File: src/rtl/alu_ga_pkg.sv
// -----------------------------------------------------------------------------
// alu_ga_pkg
// Shared definitions for the GA-driven ALU stimulus generator.
//   - state_e      : generator FSM states
//   - LFSR_POLY    : Galois tap mask shared by both LFSRs
//   - BIN_*        : operand-shaping bin encodings
//   - *_base()     : chromosome table address offsets, derived from opcode count
//   - lfsr_next()  : one Galois LFSR step
//   - lfsr_seed()  : seed sanitiser (an all-zero LFSR would lock up)
// -----------------------------------------------------------------------------
package alu_ga_pkg;

    typedef enum logic [2:0] {
        ST_IDLE,
        ST_GEN,
        ST_HOLD,
        ST_DELAY,
        ST_DONE
    } state_e;

    localparam logic [31:0] LFSR_POLY    = 32'h8020_0003;
    localparam int          THR_WIDTH    = 8;
    localparam int          OPERAND_BINS = 4;

    localparam logic [1:0] BIN_ZERO   = 2'd0;
    localparam logic [1:0] BIN_SMALL  = 2'd1;
    localparam logic [1:0] BIN_RANDOM = 2'd2;
    localparam logic [1:0] BIN_ONES   = 2'd3;

    // Table layout: opcode weights first, then op-A bins, op-B bins, delay bins.
    function automatic int op_a_base(input int num_ops);
        return num_ops;
    endfunction

    function automatic int op_b_base(input int num_ops);
        return num_ops + OPERAND_BINS;
    endfunction

    function automatic int delay_base(input int num_ops);
        return num_ops + 2 * OPERAND_BINS;
    endfunction

    // Right-shifting Galois form: the bit shifted out selects the tap mask.
    function automatic logic [31:0] lfsr_next(input logic [31:0] s);
        return s[0] ? ((s >> 1) ^ LFSR_POLY) : (s >> 1);
    endfunction

    function automatic logic [31:0] lfsr_seed(input logic [31:0] s);
        return (s == 32'd0) ? 32'd1 : s;
    endfunction

endpackage

File: src/rtl/ga_weighted_select.sv
// -----------------------------------------------------------------------------
// ga_weighted_select
// Maps an 8-bit random value onto a cumulative threshold table: the result is
// the smallest index whose threshold is strictly greater than r, or the last
// index when no threshold qualifies.
// Ports:
//   thr : ENTRIES packed 8-bit thresholds, entry i at thr[i*8 +: 8]
//   r   : 8-bit random value
//   idx : selected entry index
// -----------------------------------------------------------------------------
module ga_weighted_select
    import alu_ga_pkg::*;
#(
    parameter  int ENTRIES = 4,
    localparam int IDX_W   = (ENTRIES > 1) ? $clog2(ENTRIES) : 1
) (
    input  logic [ENTRIES*THR_WIDTH-1:0] thr,
    input  logic [THR_WIDTH-1:0]         r,
    output logic [IDX_W-1:0]             idx
);

    // Scanning from the top down lets the lowest qualifying index overwrite
    // any higher one, which gives the "smallest i" priority directly.
    always_comb begin
        idx = IDX_W'(ENTRIES - 1);
        for (int i = ENTRIES - 1; i >= 0; i--) begin
            if (r < thr[i*THR_WIDTH +: THR_WIDTH]) begin
                idx = IDX_W'(i);
            end
        end
    end

endmodule

File: src/rtl/alu_ga_stim_gen.sv
// -----------------------------------------------------------------------------
// alu_ga_stim_gen
// Turns a GA chromosome (cumulative weight tables for opcode, operand bins and
// inter-transaction delay) into a constrained-random stream of ALU transactions
// on a valid/ready interface.
// Ports:
//   clk, reset           : clock, synchronous active-high reset
//   cfg_we/addr/data     : chromosome table write port (accepted only when idle)
//   start, seed,
//   trans_num            : run launch; seed and length sampled on start
//   out_valid/ready      : transaction handshake
//   out_op, out_a, out_b : transaction fields, stable while out_valid is high
//   busy, done           : run in progress / one-cycle end-of-run pulse
//   sent_cnt             : transactions accepted in the current/last run
// -----------------------------------------------------------------------------
module alu_ga_stim_gen
    import alu_ga_pkg::*;
#(
    parameter int DATA_WIDTH = 8,
    parameter int OP_WIDTH   = 4,
    parameter int DELAY_BINS = 4,
    parameter int CNT_WIDTH  = 16
) (
    input  logic                  clk,
    input  logic                  reset,
    input  logic                  cfg_we,
    input  logic [7:0]            cfg_addr,
    input  logic [7:0]            cfg_data,
    input  logic                  start,
    input  logic [31:0]           seed,
    input  logic [CNT_WIDTH-1:0]  trans_num,
    output logic                  out_valid,
    input  logic                  out_ready,
    output logic [OP_WIDTH-1:0]   out_op,
    output logic [DATA_WIDTH-1:0] out_a,
    output logic [DATA_WIDTH-1:0] out_b,
    output logic                  busy,
    output logic                  done,
    output logic [CNT_WIDTH-1:0]  sent_cnt
);

    localparam int NUM_OPS = 2 ** OP_WIDTH;
    localparam int DLY_W   = (DELAY_BINS > 1) ? $clog2(DELAY_BINS) : 1;
    localparam int A_BASE  = op_a_base(NUM_OPS);
    localparam int B_BASE  = op_b_base(NUM_OPS);
    localparam int D_BASE  = delay_base(NUM_OPS);

    state_e                          state_q, state_d;
    logic [NUM_OPS*THR_WIDTH-1:0]    op_thr_q, op_thr_d;
    logic [OPERAND_BINS*THR_WIDTH-1:0] a_thr_q, a_thr_d;
    logic [OPERAND_BINS*THR_WIDTH-1:0] b_thr_q, b_thr_d;
    logic [DELAY_BINS*THR_WIDTH-1:0] dly_thr_q, dly_thr_d;
    logic [31:0]                     lfsr_a_q, lfsr_a_d;
    logic [31:0]                     lfsr_b_q, lfsr_b_d;
    logic [CNT_WIDTH-1:0]            trans_num_q, trans_num_d;
    logic [CNT_WIDTH-1:0]            sent_cnt_q, sent_cnt_d;
    logic [DLY_W-1:0]                dly_q, dly_d;
    logic [DLY_W-1:0]                dly_cnt_q, dly_cnt_d;
    logic [OP_WIDTH-1:0]             out_op_q, out_op_d;
    logic [DATA_WIDTH-1:0]           out_a_q, out_a_d;
    logic [DATA_WIDTH-1:0]           out_b_q, out_b_d;
    logic                            out_valid_q, out_valid_d;
    logic                            busy_q, busy_d;
    logic                            done_q, done_d;

    logic [OP_WIDTH-1:0]   sel_op;
    logic [1:0]            sel_a;
    logic [1:0]            sel_b;
    logic [DLY_W-1:0]      sel_dly;
    logic [DATA_WIDTH-1:0] data_a;
    logic [DATA_WIDTH-1:0] data_b;
    logic [CNT_WIDTH-1:0]  sent_cnt_inc;

    // Each LFSR-A byte drives one independent weighted choice.
    ga_weighted_select #(.ENTRIES(NUM_OPS)) u_sel_op (
        .thr(op_thr_q), .r(lfsr_a_q[7:0]), .idx(sel_op)
    );
    ga_weighted_select #(.ENTRIES(OPERAND_BINS)) u_sel_a (
        .thr(a_thr_q), .r(lfsr_a_q[15:8]), .idx(sel_a)
    );
    ga_weighted_select #(.ENTRIES(OPERAND_BINS)) u_sel_b (
        .thr(b_thr_q), .r(lfsr_a_q[23:16]), .idx(sel_b)
    );
    ga_weighted_select #(.ENTRIES(DELAY_BINS)) u_sel_dly (
        .thr(dly_thr_q), .r(lfsr_a_q[31:24]), .idx(sel_dly)
    );

    function automatic logic [DATA_WIDTH-1:0] shape_operand(
        input logic [1:0]            bin,
        input logic [DATA_WIDTH-1:0] data
    );
        case (bin)
            BIN_ZERO:   return '0;
            BIN_SMALL:  return (data[3:0] == 4'd0) ? DATA_WIDTH'(1) : DATA_WIDTH'(data[3:0]);
            BIN_RANDOM: return data;
            default:    return '1;
        endcase
    endfunction

    // Operand data comes from LFSR B: A takes the low DATA_WIDTH bits, B the
    // next DATA_WIDTH bits, wrapping around the 32-bit register when wide.
    always_comb begin
        data_a = '0;
        data_b = '0;
        for (int i = 0; i < DATA_WIDTH; i++) begin
            data_a[i] = lfsr_b_q[i % 32];
            data_b[i] = lfsr_b_q[(DATA_WIDTH + i) % 32];
        end
    end

    assign sent_cnt_inc = sent_cnt_q + CNT_WIDTH'(1);

    // Next-state logic: table writes while idle, run launch, field generation,
    // handshake/termination and delay countdown. Outputs are registered from
    // the next state so they line up exactly with the state they describe.
    always_comb begin
        state_d     = state_q;
        op_thr_d    = op_thr_q;
        a_thr_d     = a_thr_q;
        b_thr_d     = b_thr_q;
        dly_thr_d   = dly_thr_q;
        lfsr_a_d    = lfsr_a_q;
        lfsr_b_d    = lfsr_b_q;
        trans_num_d = trans_num_q;
        sent_cnt_d  = sent_cnt_q;
        dly_d       = dly_q;
        dly_cnt_d   = dly_cnt_q;
        out_op_d    = out_op_q;
        out_a_d     = out_a_q;
        out_b_d     = out_b_q;

        if (state_q == ST_IDLE && cfg_we) begin
            for (int i = 0; i < NUM_OPS; i++)
                if (int'(cfg_addr) == i) op_thr_d[i*THR_WIDTH +: THR_WIDTH] = cfg_data;
            for (int i = 0; i < OPERAND_BINS; i++) begin
                if (int'(cfg_addr) == A_BASE + i) a_thr_d[i*THR_WIDTH +: THR_WIDTH] = cfg_data;
                if (int'(cfg_addr) == B_BASE + i) b_thr_d[i*THR_WIDTH +: THR_WIDTH] = cfg_data;
            end
            for (int i = 0; i < DELAY_BINS; i++)
                if (int'(cfg_addr) == D_BASE + i) dly_thr_d[i*THR_WIDTH +: THR_WIDTH] = cfg_data;
        end

        case (state_q)
            ST_IDLE: begin
                if (start) begin
                    sent_cnt_d  = '0;
                    trans_num_d = trans_num;
                    lfsr_a_d    = lfsr_seed(seed);
                    lfsr_b_d    = lfsr_seed(~seed);
                    state_d     = (trans_num != '0) ? ST_GEN : ST_DONE;
                end
            end
            ST_GEN: begin
                out_op_d = sel_op;
                out_a_d  = shape_operand(sel_a, data_a);
                out_b_d  = shape_operand(sel_b, data_b);
                dly_d    = sel_dly;
                lfsr_a_d = lfsr_next(lfsr_a_q);
                lfsr_b_d = lfsr_next(lfsr_b_q);
                state_d  = ST_HOLD;
            end
            ST_HOLD: begin
                if (out_ready) begin
                    sent_cnt_d = sent_cnt_inc;
                    if (sent_cnt_inc == trans_num_q) begin
                        state_d = ST_DONE;
                    end else if (dly_q == '0) begin
                        state_d = ST_GEN;
                    end else begin
                        dly_cnt_d = dly_q - DLY_W'(1);
                        state_d   = ST_DELAY;
                    end
                end
            end
            ST_DELAY: begin
                if (dly_cnt_q == '0) state_d = ST_GEN;
                else                 dly_cnt_d = dly_cnt_q - DLY_W'(1);
            end
            ST_DONE:  state_d = ST_IDLE;
            default:  state_d = ST_IDLE;
        endcase

        out_valid_d = (state_d == ST_HOLD);
        busy_d      = (state_d != ST_IDLE);
        done_d      = (state_d == ST_DONE);
    end

    // State register; reset also restores the default all-0xFF chromosome.
    always_ff @(posedge clk) begin
        if (reset) begin
            state_q     <= ST_IDLE;
            op_thr_q    <= '1;
            a_thr_q     <= '1;
            b_thr_q     <= '1;
            dly_thr_q   <= '1;
            lfsr_a_q    <= 32'd1;
            lfsr_b_q    <= 32'd1;
            trans_num_q <= '0;
            sent_cnt_q  <= '0;
            dly_q       <= '0;
            dly_cnt_q   <= '0;
            out_op_q    <= '0;
            out_a_q     <= '0;
            out_b_q     <= '0;
            out_valid_q <= 1'b0;
            busy_q      <= 1'b0;
            done_q      <= 1'b0;
        end else begin
            state_q     <= state_d;
            op_thr_q    <= op_thr_d;
            a_thr_q     <= a_thr_d;
            b_thr_q     <= b_thr_d;
            dly_thr_q   <= dly_thr_d;
            lfsr_a_q    <= lfsr_a_d;
            lfsr_b_q    <= lfsr_b_d;
            trans_num_q <= trans_num_d;
            sent_cnt_q  <= sent_cnt_d;
            dly_q       <= dly_d;
            dly_cnt_q   <= dly_cnt_d;
            out_op_q    <= out_op_d;
            out_a_q     <= out_a_d;
            out_b_q     <= out_b_d;
            out_valid_q <= out_valid_d;
            busy_q      <= busy_d;
            done_q      <= done_d;
        end
    end

    assign out_valid = out_valid_q;
    assign out_op    = out_op_q;
    assign out_a     = out_a_q;
    assign out_b     = out_b_q;
    assign busy      = busy_q;
    assign done      = done_q;
    assign sent_cnt  = sent_cnt_q;

endmodule
File: config.mk
export PLATFORM = sky130hd
export DESIGN_NAME = alu_ga_stim_gen
export DESIGN_NICKNAME = d
export VERILOG_FILES = /design/src/rtl/alu_ga_pkg.sv /design/src/rtl/ga_weighted_select.sv /design/src/rtl/alu_ga_stim_gen.sv
export SDC_FILE = /design/constraint.sdc
export NUM_CORES = 1
export LEC_CHECK = 0
export ABC_AREA = 1
export CAP_MARGIN = 20
export CORE_ASPECT_RATIO = 0.5
export CORE_MARGIN = 3
export CORE_UTILIZATION = 65
export CTS_CLUSTER_DIAMETER = 40
export DETAILED_ROUTE_END_ITERATION = 8
export GPL_ROUTABILITY_DRIVEN = 0
export PLACE_DENSITY = 0.94
export REMOVE_ABC_BUFFERS = 1
export SETUP_SLACK_MARGIN = 0.15
export SYNTH_ARGS = -nofsm -noshare
export SYNTH_HDL_FRONTEND = slang
export SYNTH_SLANG_ARGS = --single-unit
File: constraint.sdc
create_clock -name clk -period 6.4 [get_ports clk]
set_clock_uncertainty 0.2 [all_clocks]
set_input_delay 1.28 -clock clk [delete_from_list [all_inputs] [get_ports clk]]
set_output_delay 1.28 -clock clk [all_outputs]
set_load 0.02 [all_outputs]
Yosys cells after proc, flatten, opt, wreduce, memory -nomap -nowiden

Cells that the tools add are included.

Word-level logic and storage cells: 200
Bits in registers: 318
Output and inout port bits: 39
Input bits: 69

Mux-type cells: 51
Magnitude comparators: 24
Bitwise gates (word level): 3
Equality and inequality tests: 38
Reduce and logical (&&, ||, !) cells: 44
Add/subtract/negate cells: 3

Operators with widths:

| cell                    | number |
|---|---|
| $lt A8 B8 Y1            | 24 |
| $mux W32                | 6 |
| $pmux W32 S2            | 2 |
| $eq A8 B6 Y1 const B    | 9 |
| $logic_not A32 Y1       | 2 |
| $eq A8 B5 Y1 const B    | 7 |
| $reduce_and A2 Y1       | 26 |
| $pmux W8 S3             | 2 |
| $mux W4                 | 10 |
| $eq A8 B4 Y1 const B    | 4 |
| $mux W16                | 2 |
| $not A32 Y32            | 1 |
| $pmux W16 S2            | 1 |
| $mux W3                 | 9 |
| $mux W2                 | 13 |
| $add A16 B1 Y16 const B | 1 |
| $eq A16 B16 Y1          | 1 |
| $eq A8 B3 Y1 const B    | 2 |
| $reduce_bool A16 Y1     | 1 |
| $pmux W3 S4             | 1 |
| $ne A2 B2 Y1 const B    | 5 |
| $eq A3 B2 Y1 const B    | 3 |
| $eq A8 B2 Y1 const B    | 1 |
| $logic_not A2 Y1        | 4 |
| 16 further kinds        | 26 |

Longest topological paths before layout

Gate-level depths: netlist of run 1.

Depth after elaboration: 16
Depth in mapped cells: 24
Depth with buffers taken out: 23

Hierarchy

From an unflattened synthesis of run 1, not the netlist that was laid out.

Cells, all modules: 2416
Area total of the unflattened synthesis: 18217.5 µm²

By module, submodules not included:

| module                           | area an instance (µm²) | sequential area each (µm²) | times used | cells an instance |
|---|---|---|---|---|
| alu_ga_stim_gen                  | 13744.4                | 7006.7                     | 1          | 1716 |
| ga_weighted_select (u_sel_op)    | 2720.1                 | 0.0                        | 1          | 415 |
| ga_weighted_select (u_sel_a ...) | 584.3                  | 0.0                        | 3          | 95 |

Worst setup path after synthesis of run 1

No wires, ideal clock.

Path type: input to register
Start: input cfg_addr[4]
End: register op_thr_q[61]
Data required time: 6.062 ns
Arrival: 2.533 ns
Cell stages on the path: 6
Slack: 3.529 ns
Buffers on the path: 2
Cells stage by stage: nor4_2 > buf_2 > nand4_1 > clkbuf_1 > nand2_1 > o211ai_1

Cells in the longest elaborated chain, start to end: 2

RTL lines:

| item                               | RTL line               | text |
|---|---|---|
| start: declaration                 | alu_ga_stim_gen.sv:27  | `input logic [7:0] cfg_addr,` |
| $eq A8 B4 Y1                       | alu_ga_stim_gen.sv:134 | `if (int'(cfg_addr) == i) op_thr_d[i*THR_WIDTH +: THR_WIDTH] = cfg_data;` |
| $reduce_and A2 Y1 (no source line) | --                     |  |
| end signal: assignment             | alu_ga_stim_gen.sv:210 | `op_thr_q <= op_thr_d;` |
| end: declaration                   | alu_ga_stim_gen.sv:49  | `logic [NUM_OPS*THR_WIDTH-1:0] op_thr_q, op_thr_d;` |

No other way between the ends.
A chain may end at the register's enable or synchronous reset.

Worst setup path after layout of run 1

Start: input start
End: register lfsr_a_q[6]

Cells in the longest elaborated chain, start to end: 2

RTL lines:

| item                               | RTL line               | text |
|---|---|---|
| start: declaration                 | alu_ga_stim_gen.sv:29  | `input logic start,` |
| $ne A2 B2 Y1 (no source line)      | --                     |  |
| $reduce_and A2 Y1 (no source line) | --                     |  |
| end signal: assignment             | alu_ga_stim_gen.sv:214 | `lfsr_a_q <= lfsr_a_d;` |
| end: declaration                   | alu_ga_stim_gen.sv:53  | `logic [31:0] lfsr_a_q, lfsr_a_d;` |

No other way between the ends.

==> results of run 1 <==
==> worst max-delay path, delay by kind of cell <==
family          cells  cell delay, ps
simple gates        3            1510
buf+inv             3            1540
compound gates      1             230
==> cell families after synthesis <==
kind of cell	Yosys count	synth area share (%)
AND/OR/NAND/NOR	765	19.26
flip-flops	318	38.01
adder cells (fa/ha/maj)	170	12.70
AO/OA/AOI/OAI	505	19.48
XOR/XNOR	21	1.098
multiplexers	1	0.05976
buffers and inverters	416	9.390
==> where the power goes <==
part	internal [µW]	switching, µW	leakage [µW]
registers	2030	66.3	0.00258
clock network	995	795	0.000472
logic	174	340	0.00755
total	3200	1200	0.0106
==> layer usage <==
| metal | up-vias | GRT usage, % | routed length [µm] | share of wire (%) |
|---|---|---|---|---|
| met5 | - | 0 | 0 | 0 |
| met4 | 0 | 17.78 | 2306 | 4.9 |
| met3 | 226 | 5.645 | 4722 | 10 |
| met2 | 954 | 55.80 | 22090 | 47 |
| met1 | 7375 | 40.28 | 18020 | 38 |
| li1 | 7562 | - | - | - |
==> metrics by stage <==
step	TNS [ps]	hold slack, ps
2_1_floorplan	-134730	237.1
3_3_place_gp	0	250.4
3_5_place_dp	0	256.2
4_1_cts	0	268.5
5_1_grt	0	292.8
6_report	0	268.6
==> area by class of cell <==
cell class	instances	share of cell area (%)
clock buffer	40	4.568
clock inverter	13	0.5784
inverter	299	5.922
multi-input combinational	1462	46.35
sequential	318	33.44
tap	336	2.208
timing repair buffer	126	6.928
==> worst min path at each step <==
stage	start	depth (start not counted)	slack, ps	endpoint
floorplan	lfsr_b_q[21]$_SDFFE_PP0P_	2	240	lfsr_b_q[21]$_SDFFE_PP0P_
global placement	op_thr_q[40]$_SDFFE_PP1P_	2	250	op_thr_q[40]$_SDFFE_PP1P_
detailed placement	op_thr_q[56]$_SDFFE_PP1P_	2	260	op_thr_q[56]$_SDFFE_PP1P_
CTS	trans_num_q[11]$_SDFFE_PP0P_	2	270	trans_num_q[11]$_SDFFE_PP0P_
global route	op_thr_q[31]$_SDFFE_PP1P_	2	290	op_thr_q[31]$_SDFFE_PP1P_
finish	trans_num_q[11]$_SDFFE_PP0P_	2	270	trans_num_q[11]$_SDFFE_PP0P_
==> flip-flops by register name (all words and copies together), names as in the netlist <==
signal       cells
sent_cnt        16
done             1
state_q          3
lfsr_b_q        32
b_thr_q         24
out_b            8
dly_q            2
busy             1
out_a            8
out_op           4
lfsr_a_q        32
out_valid        1
dly_thr_q       24
op_thr_q       120
dly_cnt_q        2
a_thr_q         24
trans_num_q     16
==> placed cells by master, fill, tap and decap left out, types with 58 or more instances in the layout <==
cell type,netlist,routed
a21oi_1,138,138
nor2_1,61,60
nand2_1,529,529
nand3_1,81,81
ha_1,170,170
clkdlybuf4s50_1,0,106
a31oi_1,58,58
dfxtp_1,318,318
o211ai_1,216,216
inv_1,292,292
==> results.json, run 1 <==
{
  "reg2reg_to": "lfsr_a_q[6]$_SDFFE_PP0P_",
  "pin_count": 108,
  "io_buffers": 107,
  "max_stage_delay_ps": 720,
  "crit_path_end_kind": "register",
  "dpl.cell_count": 2538,
  "endpoint": "lfsr_a_q[6]$_SDFFE_PP0P_",
  "grt_pass1_vias": 15271,
  "syn-cell-area_um2": 16750,
  "ys_top_cells_by_count": "529 x nand2_1, 318 x dfxtp_1, 292 x inv_1",
  "place_area_um2": 17990,
  "clk_pin_slew_ps": 70,
  "synth_top_area_share_pct": 38.01,
  "syn_area_per_cell_um2": 7.627,
  "power.total_uw": 4402,
  "worstPathMaxFanout": 61,
  "clock-sinks": 318,
  "ys_warn_count": 0,
  "synth_cells": 2196,
  "max_freq_ghz": 0.2308,
  "ff2ff_path_depth": 9,
  "regArea_um2": 6366,
  "die-area_um2": 27850,
  "p_leak_uw": 0.01060,
  "multi_input_area_um2": 8823,
  "grt_pass1_wl_um": 74880,
  "drc": 0,
  "min_period_ps": 4332,
  "crit_path_start": "start",
  "ir_drop_mv": 0.2255,
  "hpwlAfterDp_um": 29700,
  "fin_nets": 2476,
  "pre_cts_ws_ps": 1708,
  "r2r-start": "state_q[1]$_SDFF_PP0_",
  "finalWorstSetupSlack_ps": 2068,
  "utilization_pct": 77.15,
  "layout-drive-gt1-share_pct": 4.207,
  "synth_top_area_cell": "dfxtp_1",
  "clockBufferDepth": 3,
  "cp_slowest_cell": "nor2_4",
  "finalCritPeriodShare_pct": 67.69,
  "cp.arrival_ps": 4600,
  "initial_core_util_pct": 67.89,
  "fillCellCount": 1541,
  "maxCapViolCount": 0,
  "post-cts-setup-buffers": 0,
  "critPathKind": "in2reg",
  "cts_tree": "built",
  "outcome": "completed",
  "hold_class": "reg2reg",
  "synth-edff-count": 0,
  "yosysSeqAreaShare_pct": 38.01,
  "fp-row-count": 40,
  "fin_cells": 2594,
  "worstMarginPinSlew_ps": 1170,
  "die_x_um": 233.0,
  "via_count": 16117,
  "hold_viol_final": 0,
  "yosys_register_bits": 318,
  "synth_area_leaders": "dfxtp_1 38%, ha_1 13%, nand2_1 12%",
  "antenna_found_initial": 0,
  "startpoint_type": "input pin",
  "fin_area_um2": 19040,
  "clock_latency_ps": 570,
  "firstDrtPassIters": 6,
  "via_per_inst": 6.213,
  "slew_headroom_pct": 21.90,
  "power_density_nw_per_um2": 231.3,
  "r2r_slack_ps": 2520,
  "finalSetupViolations": 0,
  "track_usage_pct": 32.99,
  "worst-endpoint-required_ps": 6670,
  "grt_start_max_net_pins": 116,
  "root_buffer": "clkbuf_16",
  "htreeDepth": 1,
  "synth_cell_types": 48,
  "slew_viol_final": 0,
  "async_flop_share_pct": 0,
  "cts_resized": 0,
  "synth.most_common_cell": "nand2_1",
  "crit_top_cell": "nand2_1",
  "postRouteAntennaNets": 0,
  "diodes": 0,
  "crit_chain": "clkdlybuf4s50_1 > nand2_1 > inv_2 > nor2_4 > buf_4 > nand2_1 > a31oi_1",
  "drt-initial-drc-count": 2120,
  "die_h_um": 119.5,
  "core_um2": 24670,
  "area_growth_pct": 13.65,
  "overflow": 0,
  "ctsHoldBuffers": 0,
  "synth_ff_type": "dfxtp_1",
  "grt_setup_unrepaired": "false",
  "wirelength_um": 47140,
  "wl_per_cell_um": 18.17,
  "numCtsBuffers": 30
}
(Power assumes the default switching activity.)
==> run 2, diff against run 1 <==
Settings changed: CORE_UTILIZATION 65 to 54, PLACE_DENSITY 0.94 to 0.85.
Clock period 6.4 ns to 3.6 ns, I/O delays scaled along.
==> run 2 against run 1 <==
Against the previous run:
- sequential share of layout area shrank 0.34 points
- non-clock buffer count grew 27
- cell area up 1.0%
- worst setup slack worse by 1400 ps
- clock-buffer cell count up 3
- cell count is 3.2% higher
- flip-flop and latch count unchanged
- combinational power grew 74%
- power increased by 79%
- sequential power up 78%
- highest routed layer unchanged
==> results.json, run 2 (synthesis results as in run 1) <==
{
  "outcome": "completed",
  "via_per_inst": 5.781,
  "clk_pin_slew_ps": 60,
  "grt_pass1_wl_um": 71980,
  "finalCritPeriodShare_pct": 81.12,
  "p_leak_uw": 0.01071,
  "die_h_um": 130.5,
  "clkPwrFrac_pct": 41.2,
  "fp-row-count": 44,
  "place_area_um2": 18230,
  "power_density_nw_per_um2": 408.7,
  "hold_depth": 2,
  "critical_path.top_delay_family": "simple AND/OR/NAND/NOR gates",
  "hold_viol_final": 0,
  "via_count": 15477,
  "r2r-start": "lfsr_a_q[7]$_SDFFE_PP0P_",
  "root_buffer": "clkbuf_16",
  "hold_class": "reg2reg",
  "worstPathMaxFanout": 12,
  "clock-sinks": 318,
  "ff2ff_path_depth": 19,
  "grt_setup_unrepaired": "false",
  "clockBufferDepth": 3,
  "holdPathEnd": "out_a[5]$_SDFFE_PP0P_",
  "dpl.cell_count": 2623,
  "startpoint_type": "register",
  "cp.arrival_ps": 3150,
  "fillCellCount": 2473,
  "regArea_um2": 6366,
  "holdCritStartpoint": "out_a[5]$_SDFFE_PP0P_",
  "area_growth_pct": 14.81,
  "die-area_um2": 33300,
  "fin_nets": 2503,
  "antenna_found_initial": 0,
  "firstDrtPassIters": 5,
  "io_buffers": 107,
  "largest-register": "op_thr_q",
  "largest_reg_flops": 120,
  "finalSetupViolations": 0,
  "swShare_pct": 26.81,
  "fin_cells": 2677,
  "final_cell_mix": "529 x nand2_1, 318 x dfxtp_1, 292 x inv_1, 216 x o211ai_1, 170 x ha_1",
  "numCtsBuffers": 30,
  "layout-drive-gt1-share_pct": 5.206,
  "postRouteAntennaNets": 0,
  "max_stage_delay_ps": 830,
  "diodes": 0,
  "combPwrFrac_pct": 11.4,
  "largest_registers": "op_thr_q (120), lfsr_a_q (32), lfsr_b_q (32)",
  "cts_resized": 0,
  "multi_input_area_um2": 8823,
  "hold_ws_ps": 263.4,
  "slew_headroom_pct": 31.70,
  "ctsHoldBuffers": 0,
  "grt_start_max_net_pins": 147,
  "cts_tree": "built",
  "die_x_um": 255.1,
  "track_usage_pct": 26.68,
  "clock_latency_ps": 570,
  "slew_viol_final": 0,
  "drc": 0,
  "intPower_uw": 5752,
  "reg2reg_to": "out_op[0]$_SDFFE_PP0P_",
  "crit_chain": "ha_1 > a21oi_1 > o21ai_0 > a21oi_1 > nand2_1 > nand2_1 > nand2_1 > nand2_1 > nand2_1 > nand2_1 > nand2_1 > nand2_1 > nand2_1 > nand2_1 > nand2_1 > nand2_1 > nand2_1 > nand2_1 > a21oi_1",
  "crit_top_cell": "nand2_1",
  "htreeDepth": 1,
  "wirelength_um": 45360,
  "crit_path_end_kind": "register",
  "r2r_slack_ps": 680,
  "fin_area_um2": 19230,
  "seq_power_share_pct": 47.4,
  "post-cts-setup-buffers": 0,
  "worst-endpoint-required_ps": 3830,
  "critPathKind": "reg2reg",
  "core_um2": 29730,
  "ir_drop_mv": 0.2870,
  "mostFrequentLayoutCell": "nand2_1",
  "min_period_ps": 2920,
  "cp_slowest_cell": "dfxtp_1",
  "switching_power_uw": 2107,
  "maxCapViolCount": 0,
  "initial_core_util_pct": 56.34,
  "max_freq_ghz": 0.3424,
  "grt_pass1_vias": 14378,
  "critPathBufInv": 0,
  "hpwlAfterDp_um": 30070,
  "overflow": 0,
  "drt-initial-drc-count": 1665,
  "pin_count": 108,
  "wl_per_cell_um": 16.94,
  "worstMarginPinSlew_ps": 1023
}
## run 2: metal layers
metal | up-vias | global-route usage (%) | wire, µm
met4 | 0 | 10.51 | 1607
met1 | 7172 | 34.01 | 19210
met3 | 123 | 4.173 | 3600
met2 | 573 | 45.97 | 20940
met5 | - | 0 | 0
li1 | 7609 | - | -
## run 2: final cells by class
cell class / instances / share of cell area (%)
multi-input combinational: 1462 / 45.88
tap: 391 / 2.544
clock buffer: 43 / 4.528
inverter: 299 / 5.862
sequential: 318 / 33.10
timing repair buffer: 153 / 7.417
clock inverter: 11 / 0.6636
## run 2: through the flow
step                TNS [ps]  util (%)  total power, µW  worst slack [ps]
finish                     0     64.69             7859             679.5
floorplan            -607780         -             4263             -4638
detailed placement         0     61.33             4670             607.9
global route               0     64.69             8140             439.7
CTS                        0     64.69             7864             735.7
global placement           0     61.33             4645             728.8
## run 2: worst max-delay path by stage
stage | start | end | slack [ps] | cells past startpoint
floorplan | state_q[0]$_SDFF_PP0_ | lfsr_b_q[0]$_SDFFE_PP1P_ | -4640 | 7
detailed placement | cfg_we | op_thr_q[56]$_SDFFE_PP1P_ | 610 | 5
finish | lfsr_a_q[7]$_SDFFE_PP0P_ | out_op[0]$_SDFFE_PP0P_ | 680 | 19
global placement | cfg_we | op_thr_q[63]$_SDFFE_PP1P_ | 730 | 5
CTS | lfsr_a_q[0]$_SDFFE_PP1P_ | out_op[1]$_SDFFE_PP0P_ | 740 | 12
global route | sent_cnt[0]$_SDFFE_PP0P_ | busy$_SDFF_PP0_ | 440 | 17
## run 2: tightest hold or removal path: cells and delay by family, from the launching register on
family / cells / cell delay (ps)
flops: 1 / 310
compound gates: 1 / 50
simple gates: 1 / 60
## run 2: power groups by stage
stage	registers, µW	logic (µW)	clock network (µW)
finish	3730	894	3240
floorplan	3770	489	0
CTS	3720	879	3260
detailed placement	3800	869	0
global route	3730	983	3420
global placement	3800	845	0
==> run 3, diff against run 2 <==
Settings changed: CORE_UTILIZATION 54 to 60, PLACE_DENSITY 0.85 to 0.89.
Clock period 3.6 ns to 2.9 ns, I/O delays scaled along.
==> run 3 against run 2 <==
Against the previous run:
- critical path depth down 3
- routed wire length rose by 2.9%
- sequential share of layout area shrank 0.38 points
- global-route usage rose by 3.1 points
- critical path type unchanged
- largest cell class unchanged
- via count is 3.8% higher
- clock power is 27% higher
- sequential power rose by 24%
- combinational power grew 33%
- register-to-register slack worse by 420 ps
- clock-buffer cell count is 1 lower
- highest routed layer unchanged
- worst setup slack got worse by 420 ps
==> results.json, run 3 (synthesis results as in run 1) <==
{
  "outcome": "completed",
  "holdPathEnd": "out_b[7]$_SDFFE_PP0P_",
  "ff2ff_path_depth": 16,
  "clock_latency_ps": 580,
  "finalSetupViolations": 0,
  "hold_viol_final": 0,
  "postRouteAntennaNets": 0,
  "worst-endpoint-required_ps": 3170,
  "largest-register": "op_thr_q",
  "power_density_nw_per_um2": 508.2,
  "crit_top_cell": "nand2_1",
  "root_buffer": "clkbuf_16",
  "die_h_um": 124.1,
  "tns_ps": 0,
  "initial_core_util_pct": 62.13,
  "max_stage_delay_ps": 380,
  "layout-drive-gt1-share_pct": 7.322,
  "drt-initial-drc-count": 1783,
  "intPower_uw": 7203,
  "wl_per_cell_um": 17.40,
  "pre_cts_ws_ps": -3.658,
  "ir_drop_mv": 0.4320,
  "grt_setup_unrepaired": "true",
  "max_freq_ghz": 0.3781,
  "switching_power_uw": 2710,
  "dpl.cell_count": 2620,
  "finalWorstSetupSlack_ps": 255.3,
  "drc": 0,
  "worstPathMaxFanout": 6,
  "ctsHoldBuffers": 0,
  "diodes": 0,
  "critical_path.top_delay_family": "simple AND/OR/NAND/NOR gates",
  "crit_chain": "ha_2 > nand2_1 > inv_2 > nand3_4 > nor2_4 > nand2_2 > nand2_2 > nand2_1 > xor2_1 > or3_1 > nor2_2 > nand3_2 > nand3_1 > nand4_1 > nand2_1 > nand2_1",
  "largest_reg_flops": 120,
  "swShare_pct": 27.34,
  "antenna_found_initial": 0,
  "reg2reg_to": "busy$_SDFF_PP0_",
  "hold_class": "reg2reg",
  "area_growth_pct": 16.46,
  "fin_cells": 2682,
  "slew_viol_final": 0,
  "io_buffers": 107,
  "seq_power_share_pct": 46.5,
  "critPathBufInv": 1,
  "crit_path_end_kind": "register",
  "startpoint_type": "register",
  "maxCapViolCount": 0,
  "overflow": 0,
  "hpwlAfterDp_um": 29910,
  "mostFrequentLayoutCell": "nand2_1",
  "pin_count": 108,
  "cts_tree": "built",
  "core_um2": 26960,
  "wirelength_um": 46660,
  "track_usage_pct": 29.78,
  "r2r-start": "sent_cnt[0]$_SDFFE_PP0P_",
  "p_leak_uw": 0.01083,
  "fin_nets": 2524,
  "firstDrtPassIters": 6,
  "cp.arrival_ps": 2910,
  "via_per_inst": 5.988,
  "cp_slowest_cell": "dfxtp_4",
  "hold_depth": 2,
  "grt_start_max_net_pins": 105,
  "critPathKind": "reg2reg",
  "clockBufferDepth": 3,
  "via_count": 16061,
  "fp-row-count": 42,
  "finalCritPeriodShare_pct": 91.20,
  "grt_pass1_vias": 14849,
  "die_x_um": 242.3,
  "final_cell_mix": "528 x nand2_1, 309 x dfxtp_1, 290 x inv_1, 216 x o211ai_1, 169 x ha_1",
  "numCtsBuffers": 31,
  "clk_pin_slew_ps": 70,
  "combPwrFrac_pct": 12.0,
  "largest_registers": "op_thr_q (120), lfsr_a_q (32), lfsr_b_q (32)",
  "slew_headroom_pct": 24.75,
  "die-area_um2": 30080,
  "r2r_slack_ps": 260,
  "holdCritStartpoint": "out_b[7]$_SDFFE_PP0P_",
  "min_period_ps": 2645,
  "clock-sinks": 318,
  "clkPwrFrac_pct": 41.5,
  "htreeDepth": 1,
  "grt_pass1_wl_um": 73750,
  "worstMarginPinSlew_ps": 1129
}
[run 3: worst max-delay path by stage]
stage | start | to | slack [ps] | depth (start not counted)
floorplan | state_q[0]$_SDFF_PP0_ | lfsr_b_q[0]$_SDFFE_PP1P_ | -5340 | 7
global placement | start | lfsr_b_q[0]$_SDFFE_PP1P_ | 40 | 7
detailed placement | start | lfsr_a_q[3]$_SDFFE_PP0P_ | -4 | 7
CTS | lfsr_a_q[3]$_SDFFE_PP0P_ | out_op[1]$_SDFFE_PP0P_ | 180 | 11
global route | sent_cnt[0]$_SDFFE_PP0P_ | dly_cnt_q[0]$_SDFFE_PP0P_ | 60 | 18
finish | sent_cnt[0]$_SDFFE_PP0P_ | busy$_SDFF_PP0_ | 260 | 16
[run 3: cell type report]
cell class	count	area, µm²
clock buffers	42	877.1
clock inverters	14	146.4
fillers	1899	7452
inverters	299	1131
multi-input cells	1463	8916
flip-flops and latches	318	6382
well taps	374	467.9
repair buffers	172	1585
[run 3: repair_timing]
action / CTS / global route
gates resized for setup: 1 / 37
pin swaps: 0 / 5
endpoints found under the setup margin: 3 / 13
buffers inserted: 0 / 5
cloned: 0 / 1
[run 3: worst register-to-register path: stages, from the launching register on]
cell     delay (ps)
dfxtp_4         380
ha_2            190
nand2_1          60
inv_2            90
nand3_4          80
nor2_4          190
nand2_2          90
nand2_2          80
nand2_1          70
xor2_1          160
or3_1           330
nor2_2          120
nand3_2         110
nand3_1         140
nand4_1         100
nand2_1          80
nand2_1          60
[run 3: power groups by stage]
| stage | clock network (µW) | logic, µW | registers, µW |
|---|---|---|---|
| 2_1_floorplan | 0 | 607 | 4690 |
| 3_3_place_gp | 0 | 1080 | 4690 |
| 3_5_place_dp | 0 | 1110 | 4700 |
| 4_1_cts | 4130 | 1130 | 4600 |
| 5_1_grt | 4290 | 1300 | 4620 |
| 6_report | 4110 | 1190 | 4610 |
[run 3: per-layer routing]
metal / share of wire (%) / global-route usage (%)
met5: 0 / 0
met4: 4.1 / 12.89
met3: 9.1 / 4.711
met2: 47 / 51.07
met1: 40 / 37.85
[run 3: through the flow]
| stage | hold slack [ps] | total power (µW) | area, µm² | util [%] |
|---|---|---|---|---|
| after floorplan | 237.1 | 5293 | 16300 | - |
| after global placement | 249.4 | 5770 | 18320 | 67.94 |
| after detailed placement | 256.1 | 5806 | 18320 | 67.94 |
| after CTS | 252.9 | 9862 | 19340 | 71.74 |
| after global routing | 289.9 | 10210 | 19510 | 72.36 |
| final | 265.8 | 9913 | 19510 | 72.36 |
